[src/rtl/rename_pkg.sv]
// Shared sizing defaults, index types and the renamed-instruction record for the rename stage.
package rename_pkg;
    localparam int ARCH_REGS_DFLT = 32;
    localparam int PHYS_REGS_DFLT = 64;
    localparam int ARCH_W_DFLT    = $clog2(ARCH_REGS_DFLT);
    localparam int PHYS_W_DFLT    = $clog2(PHYS_REGS_DFLT);

    typedef logic [ARCH_W_DFLT-1:0] arch_idx_t;
    typedef logic [PHYS_W_DFLT-1:0] phys_idx_t;

    typedef struct packed {
        phys_idx_t src1;
        phys_idx_t src2;
        phys_idx_t dest;
        phys_idx_t old;
        logic      dest_valid;
    } rename_out_t;
endpackage

[src/rtl/rename_unit_if.sv]
// Decode-side, dispatch-side and commit-side signals of the rename stage.
// master = decode/dispatch/ROB environment, slave = rename_unit.
interface rename_unit_if #(
    parameter int ARCH_W = rename_pkg::ARCH_W_DFLT,
    parameter int PHYS_W = rename_pkg::PHYS_W_DFLT
);
    logic              in_valid;
    logic              in_ready;
    logic [ARCH_W-1:0] in_src1_arch;
    logic [ARCH_W-1:0] in_src2_arch;
    logic [ARCH_W-1:0] in_dest_arch;

    logic              out_valid;
    logic              out_ready;
    logic [PHYS_W-1:0] out_src1_phys;
    logic [PHYS_W-1:0] out_src2_phys;
    logic [PHYS_W-1:0] out_dest_phys;
    logic [PHYS_W-1:0] out_old_phys;
    logic              out_dest_valid;

    logic              commit_valid;
    logic [ARCH_W-1:0] commit_arch;
    logic [PHYS_W-1:0] commit_phys;
    logic [PHYS_W-1:0] commit_old_phys;

    modport master (
        output in_valid, in_src1_arch, in_src2_arch, in_dest_arch, out_ready,
               commit_valid, commit_arch, commit_phys, commit_old_phys,
        input  in_ready, out_valid, out_src1_phys, out_src2_phys, out_dest_phys,
               out_old_phys, out_dest_valid
    );

    modport slave (
        input  in_valid, in_src1_arch, in_src2_arch, in_dest_arch, out_ready,
               commit_valid, commit_arch, commit_phys, commit_old_phys,
        output in_ready, out_valid, out_src1_phys, out_src2_phys, out_dest_phys,
               out_old_phys, out_dest_valid
    );
endinterface

[src/rtl/phys_free_list.sv]
// Circular free list of physical registers; pop/push take effect at the clock edge, head entry is combinational.
// A push when full is dropped and latches err; RENAME_FLUSH_EN adds a retire head that restore rewinds to.
module phys_free_list #(
    parameter int  ARCH_REGS = rename_pkg::ARCH_REGS_DFLT,
    parameter int  PHYS_REGS = rename_pkg::PHYS_REGS_DFLT,
    localparam int PHYS_W    = $clog2(PHYS_REGS)
) (
    input  logic              clk,
    input  logic              reset,
    input  logic              pop,
    input  logic              push,
    input  logic [PHYS_W-1:0] push_phys,
`ifdef RENAME_FLUSH_EN
    input  logic              retire_adv,
    input  logic              restore,
`endif
    output logic [PHYS_W-1:0] head_phys,
    output logic [PHYS_W:0]   count,
    output logic              full,
    output logic              empty,
    output logic              err
);
    localparam logic [PHYS_W:0] INIT_COUNT = (PHYS_W+1)'(PHYS_REGS - ARCH_REGS);
    localparam logic [PHYS_W:0] CAPACITY   = (PHYS_W+1)'(PHYS_REGS);

    logic [PHYS_W-1:0] slots [PHYS_REGS];
    logic [PHYS_W-1:0] head;
    logic [PHYS_W-1:0] tail;
    logic              push_ok;
    logic              push_drop;
    logic [PHYS_W:0]   count_nxt;

    function automatic logic [PHYS_W-1:0] ptr_inc(input logic [PHYS_W-1:0] p);
        return (p == PHYS_W'(PHYS_REGS - 1)) ? '0 : p + PHYS_W'(1);
    endfunction

    assign full      = (count == CAPACITY);
    assign empty     = (count == '0);
    assign head_phys = slots[head];

    // Phys 0 is the hard-wired zero register and never re-enters the pool.
    assign push_ok   = push && (push_phys != '0) && (!full || pop);
    assign push_drop = push && (push_phys != '0) && full && !pop;

`ifdef RENAME_FLUSH_EN
    logic [PHYS_W-1:0] rhead;
    logic [PHYS_W-1:0] rhead_nxt;
    logic [PHYS_W:0]   spec_cnt;

    assign rhead_nxt = retire_adv ? ptr_inc(rhead) : rhead;
    // Entries between the retire head and the allocation head are speculative and come back on restore.
    assign spec_cnt  = (head >= rhead_nxt) ? (PHYS_W+1)'(head - rhead_nxt)
                                           : CAPACITY - (PHYS_W+1)'(rhead_nxt - head);
`endif

    always_comb begin
        count_nxt = count + (PHYS_W+1)'(push_ok) - (PHYS_W+1)'(pop);
`ifdef RENAME_FLUSH_EN
        if (restore) count_nxt = count + (PHYS_W+1)'(push_ok) + spec_cnt;
`endif
    end

    always_ff @(posedge clk) begin
        if (reset) begin
            for (int i = 0; i < PHYS_REGS; i++)
                slots[i] <= (i < PHYS_REGS - ARCH_REGS) ? PHYS_W'(ARCH_REGS + i) : '0;
            head  <= '0;
            tail  <= PHYS_W'(PHYS_REGS - ARCH_REGS);
            count <= INIT_COUNT;
            err   <= 1'b0;
`ifdef RENAME_FLUSH_EN
            rhead <= '0;
`endif
        end else begin
            count <= count_nxt;
            if (push_ok) begin
                slots[tail] <= push_phys;
                tail        <= ptr_inc(tail);
            end
            if (push_drop) err <= 1'b1;
`ifdef RENAME_FLUSH_EN
            rhead <= rhead_nxt;
            if (restore) head <= rhead_nxt;
            else
`endif
            if (pop) head <= ptr_inc(head);
        end
    end
endmodule

[src/rtl/rename_unit.sv]
// Single-issue register rename: map-table lookup plus free-list allocation, registered outputs (latency 1).
// Stalls decode while the output is held or no register is free; RENAME_FLUSH_EN adds flush recovery from a retirement map.
module rename_unit
    import rename_pkg::*;
#(
    parameter int  ARCH_REGS = ARCH_REGS_DFLT,
    parameter int  PHYS_REGS = PHYS_REGS_DFLT,
    localparam int PHYS_W    = $clog2(PHYS_REGS)
) (
    input  logic            clk,
    input  logic            reset,
`ifdef RENAME_FLUSH_EN
    input  logic            flush,
`endif
    rename_unit_if.slave    rn,
    output logic [PHYS_W:0] free_count,
    output logic            free_err
);
    logic [PHYS_W-1:0] map [ARCH_REGS];
    logic [PHYS_W-1:0] head_phys;
    logic              fl_empty;
    logic              unused_full;
    logic              flush_blk;
    logic              fire;
    logic              alloc;

`ifdef RENAME_FLUSH_EN
    localparam int ARCH_W = $clog2(ARCH_REGS);
    logic [PHYS_W-1:0] rmap [ARCH_REGS];

    assign flush_blk = flush;

    always_ff @(posedge clk) begin
        if (reset) begin
            for (int i = 0; i < ARCH_REGS; i++) rmap[i] <= PHYS_W'(i);
        end else if (rn.commit_valid && rn.commit_arch != '0) begin
            rmap[rn.commit_arch] <= rn.commit_phys;
        end
    end
`else
    logic unused_commit;

    assign flush_blk     = 1'b0;
    assign unused_commit = ^{rn.commit_arch, rn.commit_phys};
`endif

    // A free arriving with the list empty is not forwarded: allocation waits for the registered count.
    assign rn.in_ready = (!rn.out_valid || rn.out_ready)
                       && (!fl_empty || rn.in_dest_arch == '0)
                       && !flush_blk;
    assign fire  = rn.in_valid && rn.in_ready;
    assign alloc = fire && (rn.in_dest_arch != '0);

    phys_free_list #(
        .ARCH_REGS (ARCH_REGS),
        .PHYS_REGS (PHYS_REGS)
    ) u_free_list (
        .clk        (clk),
        .reset      (reset),
        .pop        (alloc),
        .push       (rn.commit_valid),
        .push_phys  (rn.commit_old_phys),
`ifdef RENAME_FLUSH_EN
        .retire_adv (rn.commit_valid),
        .restore    (flush),
`endif
        .head_phys  (head_phys),
        .count      (free_count),
        .full       (unused_full),
        .empty      (fl_empty),
        .err        (free_err)
    );

    always_ff @(posedge clk) begin
        if (reset) begin
            rn.out_valid      <= 1'b0;
            rn.out_src1_phys  <= '0;
            rn.out_src2_phys  <= '0;
            rn.out_dest_phys  <= '0;
            rn.out_old_phys   <= '0;
            rn.out_dest_valid <= 1'b0;
            for (int i = 0; i < ARCH_REGS; i++) map[i] <= PHYS_W'(i);
        end
`ifdef RENAME_FLUSH_EN
        else if (flush) begin
            rn.out_valid <= 1'b0;
            // A commit in the flush cycle is folded in before the copy.
            for (int i = 1; i < ARCH_REGS; i++)
                map[i] <= (rn.commit_valid && rn.commit_arch == ARCH_W'(i)) ? rn.commit_phys : rmap[i];
        end
`endif
        else begin
            if (fire) begin
                rn.out_valid      <= 1'b1;
                rn.out_src1_phys  <= map[rn.in_src1_arch];
                rn.out_src2_phys  <= map[rn.in_src2_arch];
                rn.out_dest_phys  <= alloc ? head_phys : '0;
                rn.out_old_phys   <= alloc ? map[rn.in_dest_arch] : '0;
                rn.out_dest_valid <= alloc;
                if (alloc) map[rn.in_dest_arch] <= head_phys;
            end else if (rn.out_ready) begin
                rn.out_valid <= 1'b0;
            end
        end
    end
endmodule

[src/flat_wrapper.sv]
// flat-port wrapper written by rule: the top's interface ports become plain ports
module rename_unit_flat import rename_pkg::*;
#(
    parameter int  ARCH_REGS = ARCH_REGS_DFLT,
    parameter int  PHYS_REGS = PHYS_REGS_DFLT,
    localparam int PHYS_W    = $clog2(PHYS_REGS)
)
  (clk, reset, free_count, free_err, rn_in_valid, rn_in_src1_arch, rn_in_src2_arch, rn_in_dest_arch, rn_out_ready, rn_commit_valid, rn_commit_arch, rn_commit_phys, rn_commit_old_phys, rn_in_ready, rn_out_valid, rn_out_src1_phys, rn_out_src2_phys, rn_out_dest_phys, rn_out_old_phys, rn_out_dest_valid);
  rename_unit_if rn_i ();
  input  logic clk;
  input  logic reset;
  output logic [PHYS_W:0] free_count;
  output logic free_err;
  input wire logic [$bits(rn_i.in_valid)-1:0] rn_in_valid;
  input wire logic [$bits(rn_i.in_src1_arch)-1:0] rn_in_src1_arch;
  input wire logic [$bits(rn_i.in_src2_arch)-1:0] rn_in_src2_arch;
  input wire logic [$bits(rn_i.in_dest_arch)-1:0] rn_in_dest_arch;
  input wire logic [$bits(rn_i.out_ready)-1:0] rn_out_ready;
  input wire logic [$bits(rn_i.commit_valid)-1:0] rn_commit_valid;
  input wire logic [$bits(rn_i.commit_arch)-1:0] rn_commit_arch;
  input wire logic [$bits(rn_i.commit_phys)-1:0] rn_commit_phys;
  input wire logic [$bits(rn_i.commit_old_phys)-1:0] rn_commit_old_phys;
  output wire logic [$bits(rn_i.in_ready)-1:0] rn_in_ready;
  output wire logic [$bits(rn_i.out_valid)-1:0] rn_out_valid;
  output wire logic [$bits(rn_i.out_src1_phys)-1:0] rn_out_src1_phys;
  output wire logic [$bits(rn_i.out_src2_phys)-1:0] rn_out_src2_phys;
  output wire logic [$bits(rn_i.out_dest_phys)-1:0] rn_out_dest_phys;
  output wire logic [$bits(rn_i.out_old_phys)-1:0] rn_out_old_phys;
  output wire logic [$bits(rn_i.out_dest_valid)-1:0] rn_out_dest_valid;
  assign rn_i.in_valid = rn_in_valid;
  assign rn_i.in_src1_arch = rn_in_src1_arch;
  assign rn_i.in_src2_arch = rn_in_src2_arch;
  assign rn_i.in_dest_arch = rn_in_dest_arch;
  assign rn_i.out_ready = rn_out_ready;
  assign rn_i.commit_valid = rn_commit_valid;
  assign rn_i.commit_arch = rn_commit_arch;
  assign rn_i.commit_phys = rn_commit_phys;
  assign rn_i.commit_old_phys = rn_commit_old_phys;
  assign rn_in_ready = rn_i.in_ready;
  assign rn_out_valid = rn_i.out_valid;
  assign rn_out_src1_phys = rn_i.out_src1_phys;
  assign rn_out_src2_phys = rn_i.out_src2_phys;
  assign rn_out_dest_phys = rn_i.out_dest_phys;
  assign rn_out_old_phys = rn_i.out_old_phys;
  assign rn_out_dest_valid = rn_i.out_dest_valid;
  rename_unit #(.ARCH_REGS(ARCH_REGS), .PHYS_REGS(PHYS_REGS)) u_core (.clk(clk), .reset(reset), .rn(rn_i), .free_count(free_count), .free_err(free_err));
endmodule
[config.mk]
export PLATFORM = sky130hd
export DESIGN_NAME = rename_unit_flat
export DESIGN_NICKNAME = d
export VERILOG_FILES = /design/src/rtl/rename_pkg.sv /design/src/rtl/rename_unit_if.sv /design/src/rtl/phys_free_list.sv /design/src/rtl/rename_unit.sv /design/src/flat_wrapper.sv
export SDC_FILE = /design/constraint.sdc
export NUM_CORES = 1
export LEC_CHECK = 0
export ABC_AREA = 1
export CAP_MARGIN = 25
export CORE_ASPECT_RATIO = 0.9
export CORE_MARGIN = 10
export CORE_UTILIZATION = 45
export DETAILED_ROUTE_END_ITERATION = 8
export GPL_TIMING_DRIVEN = 0
export PLACE_DENSITY_LB_ADDON = 0.3
export SYNTH_ARGS = -nofsm -noshare
export SYNTH_HDL_FRONTEND = slang
export SYNTH_HIERARCHICAL = 1
export SYNTH_SLANG_ARGS = --single-unit
[constraint.sdc]
create_clock -name clk -period 9.3 [get_ports clk]
set_input_delay 2.325 -clock clk [delete_from_list [all_inputs] [get_ports clk]]
set_output_delay 2.325 -clock clk [all_outputs]
set_load 0.03 [all_outputs]
# == After elaboration in Yosys (flattened, before gate mapping) ==
# Memories as Yosys holds them, arrays and structs flattened. A register that Yosys moved wholly into a read port is not among the register bits.
# Cells that the tools add are included.
# W data, S select, Z words.
# word_totals
output_inout_bits,35
input_bits,37
mem_count,2
ff_bits,34
mem_bits_rw,576
word_cells,61
# memory_table
memory,words,width,rd,rd_ports_with_merged_regs,wr,line_no,rtl
u_core.u_free_list.slots,64,6,1,1,64,phys_free_list.sv:26,logic [PHYS_W-1:0] slots [PHYS_REGS];
u_core.map,32,6,3,2,32,rename_unit.sv:19,logic [PHYS_W-1:0] map [ARCH_REGS];
# op_classes
addsub,4
n_reduce_logical,21
muxes,23
n_eq_ne,3
# op_table
op,count
$mux W6,9
$mux W1,13
$add A6 B1 Y6 const B,2
$eq A6 B6 Y1 const B,2
$reduce_or A6 Y1,2
$add A7 B1 Y7,1
$eq A7 B7 Y1 const B,1
$logic_and A1 B1 Y1,7
$logic_not A7 Y1,1
$sub A7 B1 Y7,1
$reduce_bool A6 Y1,1
$logic_not A5 Y1,1
$mux W5,1
$reduce_bool A5 Y1,1
$logic_not A1 Y1,4
$logic_or A1 B1 Y1,3
$reduce_bool A2 Y1,1

# == Longest topological paths before layout ==
# depth
word_depth,13
mapped_depth,23
depth_no_buf,22

# == By module ==
# Netlist, hierarchy kept.
# by_module_without_submodules
mod,seq_area_each_um2,area_per_inst_um2,instances,cells_each
phys_free_list,12051.6,19032.0,1,2080
rename_unit,6286.0,13534.2,1,1871

# == Worst setup path after synthesis ==
# Ideal clock, no wire load.
# synth_path
path_kind,in2out
start,input port rn_in_dest_arch[4]
end,output port rn_in_ready
slack_ns,3.975
n_path_buf,0
required_ns,6.975
arrival_ns,3.000
cell_stages,3
cell_sequence,nor3_2 > nand2_2 > a21oi_2
# synth_via
elab_chain_cells,3
# synth_lines
element,line_no,rtl
start: declaration,flat_wrapper.sv:17,input wire logic [$bits(rn_i.in_dest_arch)-1:0] rn_in_dest_arch;
$logic_not A5 Y1,rename_unit.sv:49,&& (!fl_empty || rn.in_dest_arch == '0)
$logic_or A1 B1 Y1,rename_unit.sv:49,
$logic_and A1 B1 Y1,rename_unit.sv:49,
end: declaration,flat_wrapper.sv:23,output wire logic [$bits(rn_i.in_ready)-1:0] rn_in_ready;
# No other way between the ends.

# == Worst setup path after layout ==
# layout_path
start,input port rn_in_dest_arch[0]
end,output port rn_in_ready
# Same word-level chain as after synthesis.

==> impl_metrics.ini <==
[run_status]
status = finished clean

[grt]
grt.overflow.total = 0
grt_pass1_vias = 27240
grt_max_degree = 15
track_usage_pct = 30.53
grt_pass1_wl_um = 184900
antenna_found_initial = 3

[clock_tree]
max-clock-path-buffers = 3
hold_buffers = 0
clkLatencyLatePin_ns = 0.66
cts_made_buffers = 70
root_buffer = clkbuf_16
cts_tree = built
post_cts_buffers = 0
clk_transition_reported_paths_ns = 0.05
cts-resized-gates = 0
htreeDepth = 3
clock-sinks = 628

[timing]
tightestPinTransition_ns = 1.143
finalSetupViolCount = 0
max_freq_mhz = 146.1
rsz0062_at_grt = false
period_share_pct = 73.60
post-route-min-period_ns = 6.844
fin_tns_setup_ns = 0
slew_headroom_pct = 23.77
hold_viol = 0
drv_slew = 0
fin_skew_ns = 0.04854

[die]
fp.dieH_um = 275.2
die_area_um2 = 83540
initial_core_util_pct = 45.43
die_w_um = 303.6
core_area_um2 = 71680
io_pins = 72
rows = 93

[setup_path]
cp.required_ns = 6.98
critical_path_buf_inv_count = 2
start_kind = primary input
r2r_slack_ns = 5.22
max_stage_delay_ns = 0.71
rr_endpoint = u_core/map[26][0]
path_delay_family = buffers and inverters
crit_chain = clkdlybuf4s50_1 > nor2_4 > nand2_2 > a21oi_2 > clkdlybuf4s50_1
critPathCaptureType = primary output
path_common_cell = clkdlybuf4s50_1
rr_worst_depth = 13
cp_slowest_cell = clkdlybuf4s50_1
cp.arrival_ns = 4.52
critPathMaxFanout = 9
crit_type = primary input to primary output

[synth]
synthCells = 3951
yosys.area.top_type = edfxtp_1
synth.top_cell.area_share_pct = 53.11
yosysWarnings = 6
synth_common_cells = nand2_1, nand3_1, edfxtp_1
synthTopCellsByArea = edfxtp_1, nand2_1, nand3_1, nor2_1, inv_1
syn_avg_cell_area_um2 = 8.243
synth_edf_count = 576
synth-simple-area-share_pct = 32.45
synth_cell_types = 37
synth-compound-area-share_pct = 3.450
synth.ff_latch_count = 628
synthArstFlopShare_pct = 0
netlist_area_um2 = 32570
synthMuxAreaShare_pct = 0
yosys.cell_count.top_type = nand2_1
synth_top_family_by_area = simple AND/OR/NAND/NOR gates
synth-xor-area-share_pct = 0.1614
seq_area_frac_synth_pct = 56.31
synthAdderAreaFrac_pct = 0.4457
synthFlopType = edfxtp_1

[route]
drc = 0
vias = 29470
avgRoutedWirePerCell_um = 25.58
ant_nets = 0
drtPass1Iterations = 8
avgViaCountPerCell = 5.788
drt-initial-drc-count = 4237
wl_um = 130200

[worst_hold_path]
hold_class = flop to flop
hold_depth = 2
whs_endpoint = u_core/rn.out_src1_phys[2]
hold_start = u_core/rn.out_src1_phys[2]

[finish]
nets = 4132
synthToLayoutAreaGrowth_pct = 12.52
drive_gt1_share_pct = 6.472
fin_util_pct = 51.12
fillerInstances = 6831

[placed_design]
hpwl_um = 98770
placement.io_buffers = 56
place_congestion = 1.040

[run]
cap_viol_max_count = 0

[power_and_ir_drop]
peakVddDrop_uv = 181.1
p_per_area_nw_per_um2 = 204.0
leakage_nw = 14.75
total_power_mw = 7.475
worst max-delay path by stage:
stage | startpoint | end | slack, ns | depth (start not counted)
6_report | rn_in_dest_arch[0] | rn_in_ready | 2.46 | 5
2_1_floorplan | rn_in_dest_arch[4] | rn_in_ready | 3.97 | 3
3_3_place_gp | rn_in_dest_arch[4] | rn_in_ready | 2.50 | 5
3_5_place_dp | rn_in_dest_arch[4] | rn_in_ready | 2.49 | 5
4_1_cts | rn_in_dest_arch[4] | rn_in_ready | 2.49 | 5
5_1_grt | rn_in_dest_arch[0] | rn_in_ready | 2.41 | 5
sequential cells by signal, indices dropped and copies added, names as in the netlist, named ones only:
| name | cells |
|---|---|
| u_core/rn.out_dest_valid | 1 |
| u_core/rn.out_dest_phys | 6 |
| u_core/rn.out_src2_phys | 6 |
| u_core/u_free_list/err | 1 |
| u_core/u_free_list/tail | 6 |
| u_core/rn.out_src1_phys | 6 |
| u_core/u_free_list/count | 7 |
| u_core/rn.out_valid | 1 |
| u_core/u_free_list/slots | 384 |
| u_core/u_free_list/head | 6 |
| u_core/rn.out_old_phys | 6 |
| u_core/map | 192 |
report_power, final:
part / total [mW] / internal, mW / switching [mW]
logic: 1.44 / 0.350 / 1.09
clock network: 2.80 / 1.60 / 1.20
registers: 3.24 / 3.17 / 0.0633
routing by layer:
| layer | global-route usage [%] | part of all wire [%] | wire length [µm] | up-vias |
|---|---|---|---|---|
| li1 | - | - | - | 13320 |
| met1 | 39.46 | 38 | 48860 | 13760 |
| met2 | 47.49 | 44 | 57890 | 2001 |
| met3 | 5.318 | 11 | 14320 | 399 |
| met4 | 18.87 | 7.0 | 9163 | 2 |
| met5 | 0 | 0.010 | 13 | - |
cells in the final DEF, fill, tap and decap left out, drive strengths merged, types with 2 or more instances in the layout:
cell type,Yosys,routed
xor2,3,3
ha,10,10
nand3,720,720
nor2,498,498
or2,3,3
conb,1,6
o211ai,12,12
edfxtp,576,576
bufinv,0,6
inv,331,335
clkdlybuf4s50,0,56
o21ai,57,57
xnor2,3,3
nor3,13,13
dfxtp,52,52
o22ai,84,84
nand4,5,5
clkinv,3,34
clkinvlp,0,2
a21oi,39,39
buf,117,117
nand2,1282,1282
clkbuf,137,223
area by class of cell:
class	instances	area [µm²]	share of cell area (%)
diodes	1	2.502	0.006829
plain buffers	254	1081	2.950
clock buffers	86	1833	5.002
clock inverters	43	474.2	1.294
inverters	334	1254	3.421
multi-input cells	2740	11910	32.51
flip-flops and latches	628	18340	50.04
well taps	950	1189	3.244
repair buffers	56	560.5	1.530
through the flow:
step | hold slack, ns | worst slack [ns] | instance area (µm²) | std cells
after floorplan | 0.4717 | 3.975 | 32590 | 3956
after global placement | 0.4532 | 2.501 | 34330 | 4962
after detailed placement | 0.4562 | 2.494 | 34330 | 4962
after CTS | 0.4648 | 2.487 | 36640 | 5091
after global routing | 0.4821 | 2.409 | 36640 | 5091
final | 0.4636 | 2.456 | 36640 | 5092
worst register-to-register path, stage by stage, from the launching register on:
cell and delay, ns:
dfxtp_1 0.29, buf_2 0.19, inv_2 0.13, clkbuf_1 0.85
nand3_1 0.21, nand3_1 0.18, nand2_1 0.16, nand2_1 0.12
nand3_1 0.08, nand3_1 0.18, nand2_1 0.09, inv_1 0.37
clkbuf_1 0.80, nor2_1 0.13
cell families after synthesis:
kind of cell | count (synthesis)
buffers and inverters | 588
adder cells (fa/ha/maj) | 11
flip-flops | 628
other | 1
AO/OA/AOI/OAI | 195
AND/OR/NAND/NOR | 2522
XOR/XNOR | 6
No activity file was read; power rests on OpenSTA's default activity.
